$ cat config.mk
export PLATFORM = sky130hd
export DESIGN_NAME = ethpipe_tx
export DESIGN_NICKNAME = d
export VERILOG_FILES = /design/src/rtl/ethpipe_pkg.sv /design/src/rtl/ethpipe_tx_fetch.sv /design/src/rtl/ethpipe_tx.sv
export SDC_FILE = /design/constraint.sdc
export NUM_CORES = 1
export LEC_CHECK = 0
export BUFFER_PORTS_ARGS = -buffer_cell sky130_fd_sc_hd__buf_2
export CAP_MARGIN = 0
export CORE_MARGIN = 2
export CORE_UTILIZATION = 37
export DETAILED_ROUTE_END_ITERATION = 6
export PLACE_DENSITY_LB_ADDON = 0.08
export SYNTH_ARGS = -nofsm -noshare
export SYNTH_HDL_FRONTEND = slang
export SYNTH_SLANG_ARGS = --single-unit
$ cat constraint.sdc
create_clock -name gmii_tx_clk -period 6.15 [get_ports gmii_tx_clk]
set_input_delay 1.23 -clock gmii_tx_clk [delete_from_list [all_inputs] [get_ports gmii_tx_clk]]
set_output_delay 1.23 -clock gmii_tx_clk [all_outputs]
set_load 0.02 [all_outputs]
$ cat src/rtl/ethpipe_pkg.sv
// Shared definitions for the ethpipe frame-slot datapath (TX transmitter and RX slot writer).
package ethpipe_pkg;

    localparam int unsigned TS_LO = 32'd0;
    localparam int unsigned TS_HI = 32'd1;
    localparam int unsigned HASH  = 32'd2;
    localparam int unsigned LEN   = 32'd3;
    localparam int unsigned DATA  = 32'd4;

    localparam int unsigned LEN_LSB = 32'd16;
    localparam int unsigned LEN_MSB = 32'd26;
    localparam int unsigned LEN_W   = 32'd11;

    localparam logic [7:0] PREAMBLE = 8'h55;
    localparam logic [7:0] SFD      = 8'hD5;

    typedef enum logic [2:0] {
        ST_IDLE = 3'd0,
        ST_HDR  = 3'd1,
        ST_WAIT = 3'd2,
        ST_PRE  = 3'd3,
        ST_DATA = 3'd4,
        ST_IFG  = 3'd5,
        ST_DONE = 3'd6
    } tx_state_t;

    function automatic logic [LEN_W-1:0] slot_len(input logic [31:0] word);
        return word[LEN_MSB:LEN_LSB];
    endfunction

endpackage

$ cat src/rtl/ethpipe_tx_fetch.sv
// Slot RAM read port driver: header reads on request, sequential frame-word prefetch,
// and a byte-lane mux over the most recently returned word.
module ethpipe_tx_fetch
    import ethpipe_pkg::*;
#(
    parameter int ADDR_W = 11
) (
    input  logic              clk,
    input  logic              rst_n,
    input  logic              hdr_rd,
    input  logic [1:0]        hdr_word,
    input  logic              data_rd,
    input  logic [1:0]        byte_sel,
    input  logic [31:0]       ram_q,
    output logic [ADDR_W-1:0] ram_addr,
    output logic              ram_rd_en,
    output logic [7:0]        byte_out
);

    logic [ADDR_W-1:0] data_ptr_r;
    logic              q_vld_r;
    logic [31:0]       word_r;

    // Address/strobe registers, word pointer and return-data capture.
    always_ff @(posedge clk or negedge rst_n) begin
        if (!rst_n) begin
            ram_addr   <= '0;
            ram_rd_en  <= 1'b0;
            data_ptr_r <= '0;
            q_vld_r    <= 1'b0;
            word_r     <= 32'd0;
        end else begin
            // RAM returns data one cycle after the strobe, so the word lands two edges after the request.
            q_vld_r <= ram_rd_en;
            if (q_vld_r) begin
                word_r <= ram_q;
            end
            if (hdr_rd) begin
                ram_addr   <= ADDR_W'(hdr_word);
                ram_rd_en  <= 1'b1;
                data_ptr_r <= ADDR_W'(DATA);
            end else if (data_rd) begin
                ram_addr   <= data_ptr_r;
                ram_rd_en  <= 1'b1;
                data_ptr_r <= data_ptr_r + ADDR_W'(32'd1);
            end else begin
                ram_rd_en  <= 1'b0;
            end
        end
    end

    // Little-endian lane select.
    always_comb begin
        byte_out = 8'h00;
        case (byte_sel)
            2'd0:    byte_out = word_r[7:0];
            2'd1:    byte_out = word_r[15:8];
            2'd2:    byte_out = word_r[23:16];
            2'd3:    byte_out = word_r[31:24];
            default: byte_out = 8'h00;
        endcase
    end

endmodule

$ cat src/rtl/ethpipe_tx.sv
// GMII frame transmitter: reads one frame from the TX slot RAM, waits for its launch time,
// sends preamble/SFD plus frame bytes, then holds off for the inter-frame gap.
module ethpipe_tx
    import ethpipe_pkg::*;
#(
    parameter int IFG_BYTES = 12,
    parameter int ADDR_W    = 11
) (
    input  logic              gmii_tx_clk,
    input  logic              sys_rst_n,
    input  logic [63:0]       global_counter,
    output logic [ADDR_W-1:0] slot_tx_eth_address,
    output logic              slot_tx_eth_rd_en,
    input  logic [31:0]       slot_tx_eth_q,
    input  logic              tx_ready,
    output logic              tx_complete,
    output logic [7:0]        gmii_txd,
    output logic              gmii_tx_en
);

    localparam int IFG_W = $clog2(IFG_BYTES + 1);

    tx_state_t          state_r;
    logic [2:0]         step_r;
    logic [2:0]         pre_cnt_r;
    logic [LEN_W-1:0]   byte_cnt_r;
    logic [IFG_W-1:0]   ifg_cnt_r;
    logic [63:0]        ts_r;
    logic [LEN_W-1:0]   len_r;

    logic               hdr_rd_s;
    logic               data_rd_s;
    logic [2:0]         cap_idx_s;
    logic               ts_due_s;
    logic [7:0]         byte_s;

    assign cap_idx_s = step_r - 3'd2;
    assign ts_due_s  = (ts_r == 64'd0) || (global_counter >= ts_r);

    // Read requests: header words 0..3 in HDR; frame words paced two bytes ahead of use.
    always_comb begin
        hdr_rd_s  = 1'b0;
        data_rd_s = 1'b0;
        case (state_r)
            ST_HDR:  hdr_rd_s  = (step_r < 3'd4);
            ST_PRE:  data_rd_s = (pre_cnt_r == 3'd5);
            ST_DATA: data_rd_s = (byte_cnt_r[1:0] == 2'd1) &&
                                 (({1'b0, byte_cnt_r} + 12'd3) < {1'b0, len_r});
            default: begin
                hdr_rd_s  = 1'b0;
                data_rd_s = 1'b0;
            end
        endcase
    end

    ethpipe_tx_fetch #(
        .ADDR_W (ADDR_W)
    ) u_fetch (
        .clk       (gmii_tx_clk),
        .rst_n     (sys_rst_n),
        .hdr_rd    (hdr_rd_s),
        .hdr_word  (step_r[1:0]),
        .data_rd   (data_rd_s),
        .byte_sel  (byte_cnt_r[1:0]),
        .ram_q     (slot_tx_eth_q),
        .ram_addr  (slot_tx_eth_address),
        .ram_rd_en (slot_tx_eth_rd_en),
        .byte_out  (byte_s)
    );

    // Transmit FSM with registered GMII and completion outputs.
    always_ff @(posedge gmii_tx_clk or negedge sys_rst_n) begin
        if (!sys_rst_n) begin
            state_r     <= ST_IDLE;
            step_r      <= 3'd0;
            pre_cnt_r   <= 3'd0;
            byte_cnt_r  <= '0;
            ifg_cnt_r   <= '0;
            ts_r        <= 64'd0;
            len_r       <= '0;
            tx_complete <= 1'b0;
            gmii_txd    <= 8'h00;
            gmii_tx_en  <= 1'b0;
        end else begin
            tx_complete <= 1'b0;
            case (state_r)
                ST_IDLE: begin
                    if (tx_ready) begin
                        state_r <= ST_HDR;
                        step_r  <= 3'd0;
                    end
                end
                ST_HDR: begin
                    step_r <= step_r + 3'd1;
                    if (cap_idx_s == 3'(TS_LO)) begin
                        ts_r[31:0] <= slot_tx_eth_q;
                    end else if (cap_idx_s == 3'(TS_HI)) begin
                        ts_r[63:32] <= slot_tx_eth_q;
                    end else if (cap_idx_s == 3'(LEN)) begin
                        len_r   <= slot_len(slot_tx_eth_q);
                        state_r <= ST_WAIT;
                    end
                end
                ST_WAIT: begin
                    if (len_r == '0) begin
                        state_r     <= ST_DONE;
                        tx_complete <= 1'b1;
                    end else if (ts_due_s) begin
                        state_r    <= ST_PRE;
                        gmii_tx_en <= 1'b1;
                        gmii_txd   <= PREAMBLE;
                        pre_cnt_r  <= 3'd1;
                    end
                end
                ST_PRE: begin
                    if (pre_cnt_r == 3'd7) begin
                        gmii_txd   <= SFD;
                        byte_cnt_r <= '0;
                        state_r    <= ST_DATA;
                    end else begin
                        gmii_txd  <= PREAMBLE;
                        pre_cnt_r <= pre_cnt_r + 3'd1;
                    end
                end
                ST_DATA: begin
                    gmii_txd <= byte_s;
                    if (byte_cnt_r == len_r - 11'd1) begin
                        state_r   <= ST_IFG;
                        ifg_cnt_r <= '0;
                    end else begin
                        byte_cnt_r <= byte_cnt_r + 11'd1;
                    end
                end
                ST_IFG: begin
                    gmii_tx_en <= 1'b0;
                    gmii_txd   <= 8'h00;
                    if (ifg_cnt_r == IFG_W'(IFG_BYTES)) begin
                        state_r     <= ST_DONE;
                        tx_complete <= 1'b1;
                    end else begin
                        ifg_cnt_r <= ifg_cnt_r + IFG_W'(32'd1);
                    end
                end
                ST_DONE: begin
                    // Wait for ready to drop so a stale synchronized level cannot retrigger.
                    if (!tx_ready) begin
                        state_r <= ST_IDLE;
                    end
                end
                default: begin
                    state_r    <= ST_IDLE;
                    gmii_tx_en <= 1'b0;
                    gmii_txd   <= 8'h00;
                end
            endcase
        end
    end

endmodule

==> results.py <==
metrics = {
    "status": {
        "outcome": "finished, final reports clean",
    },
    "sta": {
        "slew_violations": 0,
        "period_share_pct": 61.18,
        "rsz0062_at_grt": "no",
        "fin_ws_ps": 2388,
        "finalSetupViolCount": 0,
        "final-hold-violation-count": 0,
        "slew_headroom_pct": 24.78,
        "finalSetupTns_ps": 0,
        "worst_pin_slew_ps": 1124,
        "clock.fmax_mhz": 265.8,
        "skew_ps": 11.85,
        "final.min_clock_period_ps": 3762,
    },
    "setup_path": {
        "reg2regPathDepth": 12,
        "ff2ff_setup_slack_ps": 2390,
        "r2r_start": "byte_cnt_r[0]",
        "rr_endpoint": "u_fetch.data_ptr_r[4]",
        "cp-end-kind": "flop",
        "crit_arrival_ps": 4110,
        "crit_type": "flop to flop",
        "critPathRequiredTime_ps": 6500,
        "cp_max_fo": 25,
        "worst_setup_path_start_kind": "flop",
    },
    "detailed_routing": {
        "dr.pass1.iters": 5,
        "drcViolationCount": 0,
        "dr_total_vias": 7491,
        "drtIter0Drc": 398,
        "avgViaCountPerCell": 5.283,
        "postRouteAntennaNets": 0,
        "post_drt_wl_per_cell_um": 18.31,
        "drt-total-wl_um": 25970,
    },
    "placement": {
        "post-dp-hpwl_um": 19680,
        "portBuffers": 120,
        "gp_congestion": 0.8270,
        "pre_cts_ws_ps": 2092,
        "dpl-instance-area_um2": 10680,
        "place_inst": 1386,
    },
    "die": {
        "num_rows": 59,
        "dieArea_um2": 27880,
        "die-width_um": 167.0,
        "ios": 121,
        "fp.coreArea_um2": 26060,
        "initial_core_util_pct": 37.71,
        "dieHeight_um": 167.0,
    },
    "clocking": {
        "htree_levels": 4,
        "clk_path_buf_depth": 2,
        "clock_latency_ps": 430,
        "root_buffer": "clkbuf_16",
        "cts_tree": "done",
        "numClockSinks": 165,
        "hold_buffers": 0,
        "postCtsResizedCells": 0,
        "post_cts_buffers": 0,
        "numCtsBuffers": 17,
        "path_clk_slew_ps": 70,
    },
    "grt": {
        "grt_pass1_wl_um": 41630,
        "overflow": 0,
        "gr-usage-all-layers_pct": 19.12,
        "antenna_found_initial": 0,
        "grt_max_degree": 86,
        "grt_pass1_vias": 7322,
    },
    "synthesis": {
        "synth_edf_count": 0,
        "ys_ff_latch": 165,
        "synth.avg_cell_area_um2": 10.14,
        "yosys-top-cells-area": "dfrtp_1 42%, mux2_2 12%, ha_1 11%, inv_1 3.7%, nand2_1 3.4%",
        "ys_types": 74,
        "synthCells": 969,
        "async_flop_share_pct": 100.0,
        "yosys_most_used_dff": "dfrtp_1",
        "yosysWarnings": 0,
        "syn-num-nets": 1158,
        "synth_top_cells_by_count": "165 x dfrtp_1, 104 x mux2_2, 96 x inv_1, 90 x ha_1, 90 x nand2_1",
        "yosysTopAreaCell": "dfrtp_1",
        "synth_area_um2": 9827,
        "yosysMostFrequentCell": "dfrtp_1",
        "synth_top_area_share_pct": 42.02,
        "ys_seq_area_share_pct": 42.02,
    },
    "power": {
        "p_comb_share_pct": 39.5,
        "total_power_mw": 5.096,
        "switching_power_mw": 2.051,
        "p_leak_nw": 5.290,
        "power_frac_seq_pct": 40.0,
        "power_density_nw_per_um2": 453.1,
        "ir_drop_mv": 0.1825,
        "swShare_pct": 40.25,
        "clockPowerShare_pct": 20.5,
        "p_int_mw": 3.045,
    },
    "finish": {
        "fin_nets": 1259,
        "ff_latch_area_um2": 4129,
        "num_antenna_cells": 0,
        "fillers": 2622,
        "instances_no_fill": 1418,
        "drive_gt1_share_pct": 25.67,
        "multi_input_area_um2": 5120,
        "syn_to_final_growth_pct": 14.45,
        "design_area_um2": 11250,
    },
    "min_path": {
        "hp-class": "flop to flop",
        "hold_start": "u_fetch.ram_rd_en",
        "whs_endpoint": "u_fetch.q_vld_r",
        "whs_path_depth": 0,
    },
    "run": {
        "maxCapViolCount": 0,
    },
}
logic make-up (layout without fill, tap and decap cells):
logic type,count (synthesis),count (layout),share of synthesized area [%]
AND/OR/NAND/NOR,260,260,13.95
AO/OA/AOI/OAI,178,178,11.82
flip-flops,165,165,42.02
buffers and inverters,140,254,5.882
multiplexers,112,112,12.73
adder cells (fa/ha/maj),90,90,11.46
XOR/XNOR,24,24,2.139
power groups by stage:
stage | logic (mW) | registers, mW | clock network [mW]
floorplan | 1.60 | 1.85 | 0
global placement | 2.00 | 2.05 | 0
detailed placement | 2.03 | 2.05 | 0
CTS | 2.04 | 2.04 | 1.08
global route | 2.31 | 2.11 | 1.12
finish | 2.01 | 2.04 | 1.04
state kept, by name, summed over array words and instances, names as in the netlist, 3 cells and up:
signal / count
u_fetch.ram_addr: 11
pre_cnt_r: 3
len_r: 11
step_r: 3
ts_r: 64
gmii_txd: 8
u_fetch.word_r: 32
byte_cnt_r: 11
u_fetch.data_ptr_r: 11
ifg_cnt_r: 4
state_r: 3
critical path: stages, from the launching register on:
cell and delay, ps:
dfrtp_1 520, inv_1 110, ha_1 430, nor2_1 340
nand3_1 130, xnor2_1 150, ha_1 280, nor2b_1 130
o21ai_0 150, a31oi_1 160, o21a_1 520, or4_1 590
a21oi_1 150
routing by layer:
metal,share of wire (%),wire [um],global-route usage (%)
met1,51,13210,28.33
met2,45,11700,29.29
met3,3.1,812,3.232
met4,0.93,242,4.198
met5,0,0,0
cell usage in the layout, fill, tap and decap left out, types with 3 or more instances in the layout:
master,n
dfrtp_1,165
buf_2,119
mux2_2,104
inv_1,96
nand2_1,90
ha_1,90
a21oi_1,60
o21ai_0,45
nand3_1,31
nor2_1,29
nand4_1,24
nor4_1,20
clkbuf_16,17
xnor2_1,14
xor2_1,10
and3_1,10
a222oi_1,9
a31oi_1,8
mux2i_1,8
o31ai_1,8
or3_1,7
nand2b_1,6
and4_1,6
nor3_1,6
buf_4,6
or4_1,5
nor2b_1,5
a21o_1,5
o31a_1,5
a221o_1,4
o211ai_1,3
and2_1,3
a22oi_1,3
clkinv_2,3
inv_6,3
clkinv_4,3
worst max-delay path by stage:
stage | startpoint | to | slack, ps | cells after the start
finish | byte_cnt_r[0] | u_fetch.data_ptr_r[4] | 2390 | 12
CTS | byte_cnt_r[0] | u_fetch.data_ptr_r[4] | 2390 | 12
floorplan | global_counter[33] | gmii_txd[0] | 2900 | 9
global placement | global_counter[54] | gmii_txd[7] | 2240 | 9
detailed placement | global_counter[54] | gmii_txd[7] | 2090 | 9
global route | byte_cnt_r[0] | u_fetch.data_ptr_r[9] | 2000 | 12
stage by stage:
| step | hold WS, ps | utilization, % |
|---|---|---|
| after floorplan | 480.3 | - |
| after global routing | 391.8 | 43.16 |
| after CTS | 379.7 | 43.16 |
| final | 377.2 | 43.16 |
| after detailed placement | 363.0 | 40.99 |
| after global placement | 361.4 | 40.99 |
layout make-up:
cell class | count | area share (%)
flip-flops and latches | 165 | 36.71
repair buffers | 126 | 5.796
clock buffers | 19 | 3.938
multi-input cells | 664 | 45.52
inverters | 96 | 3.204
well taps | 335 | 3.727
clock inverters | 13 | 1.101
Note: power is estimated with default switching activity, not from simulation.
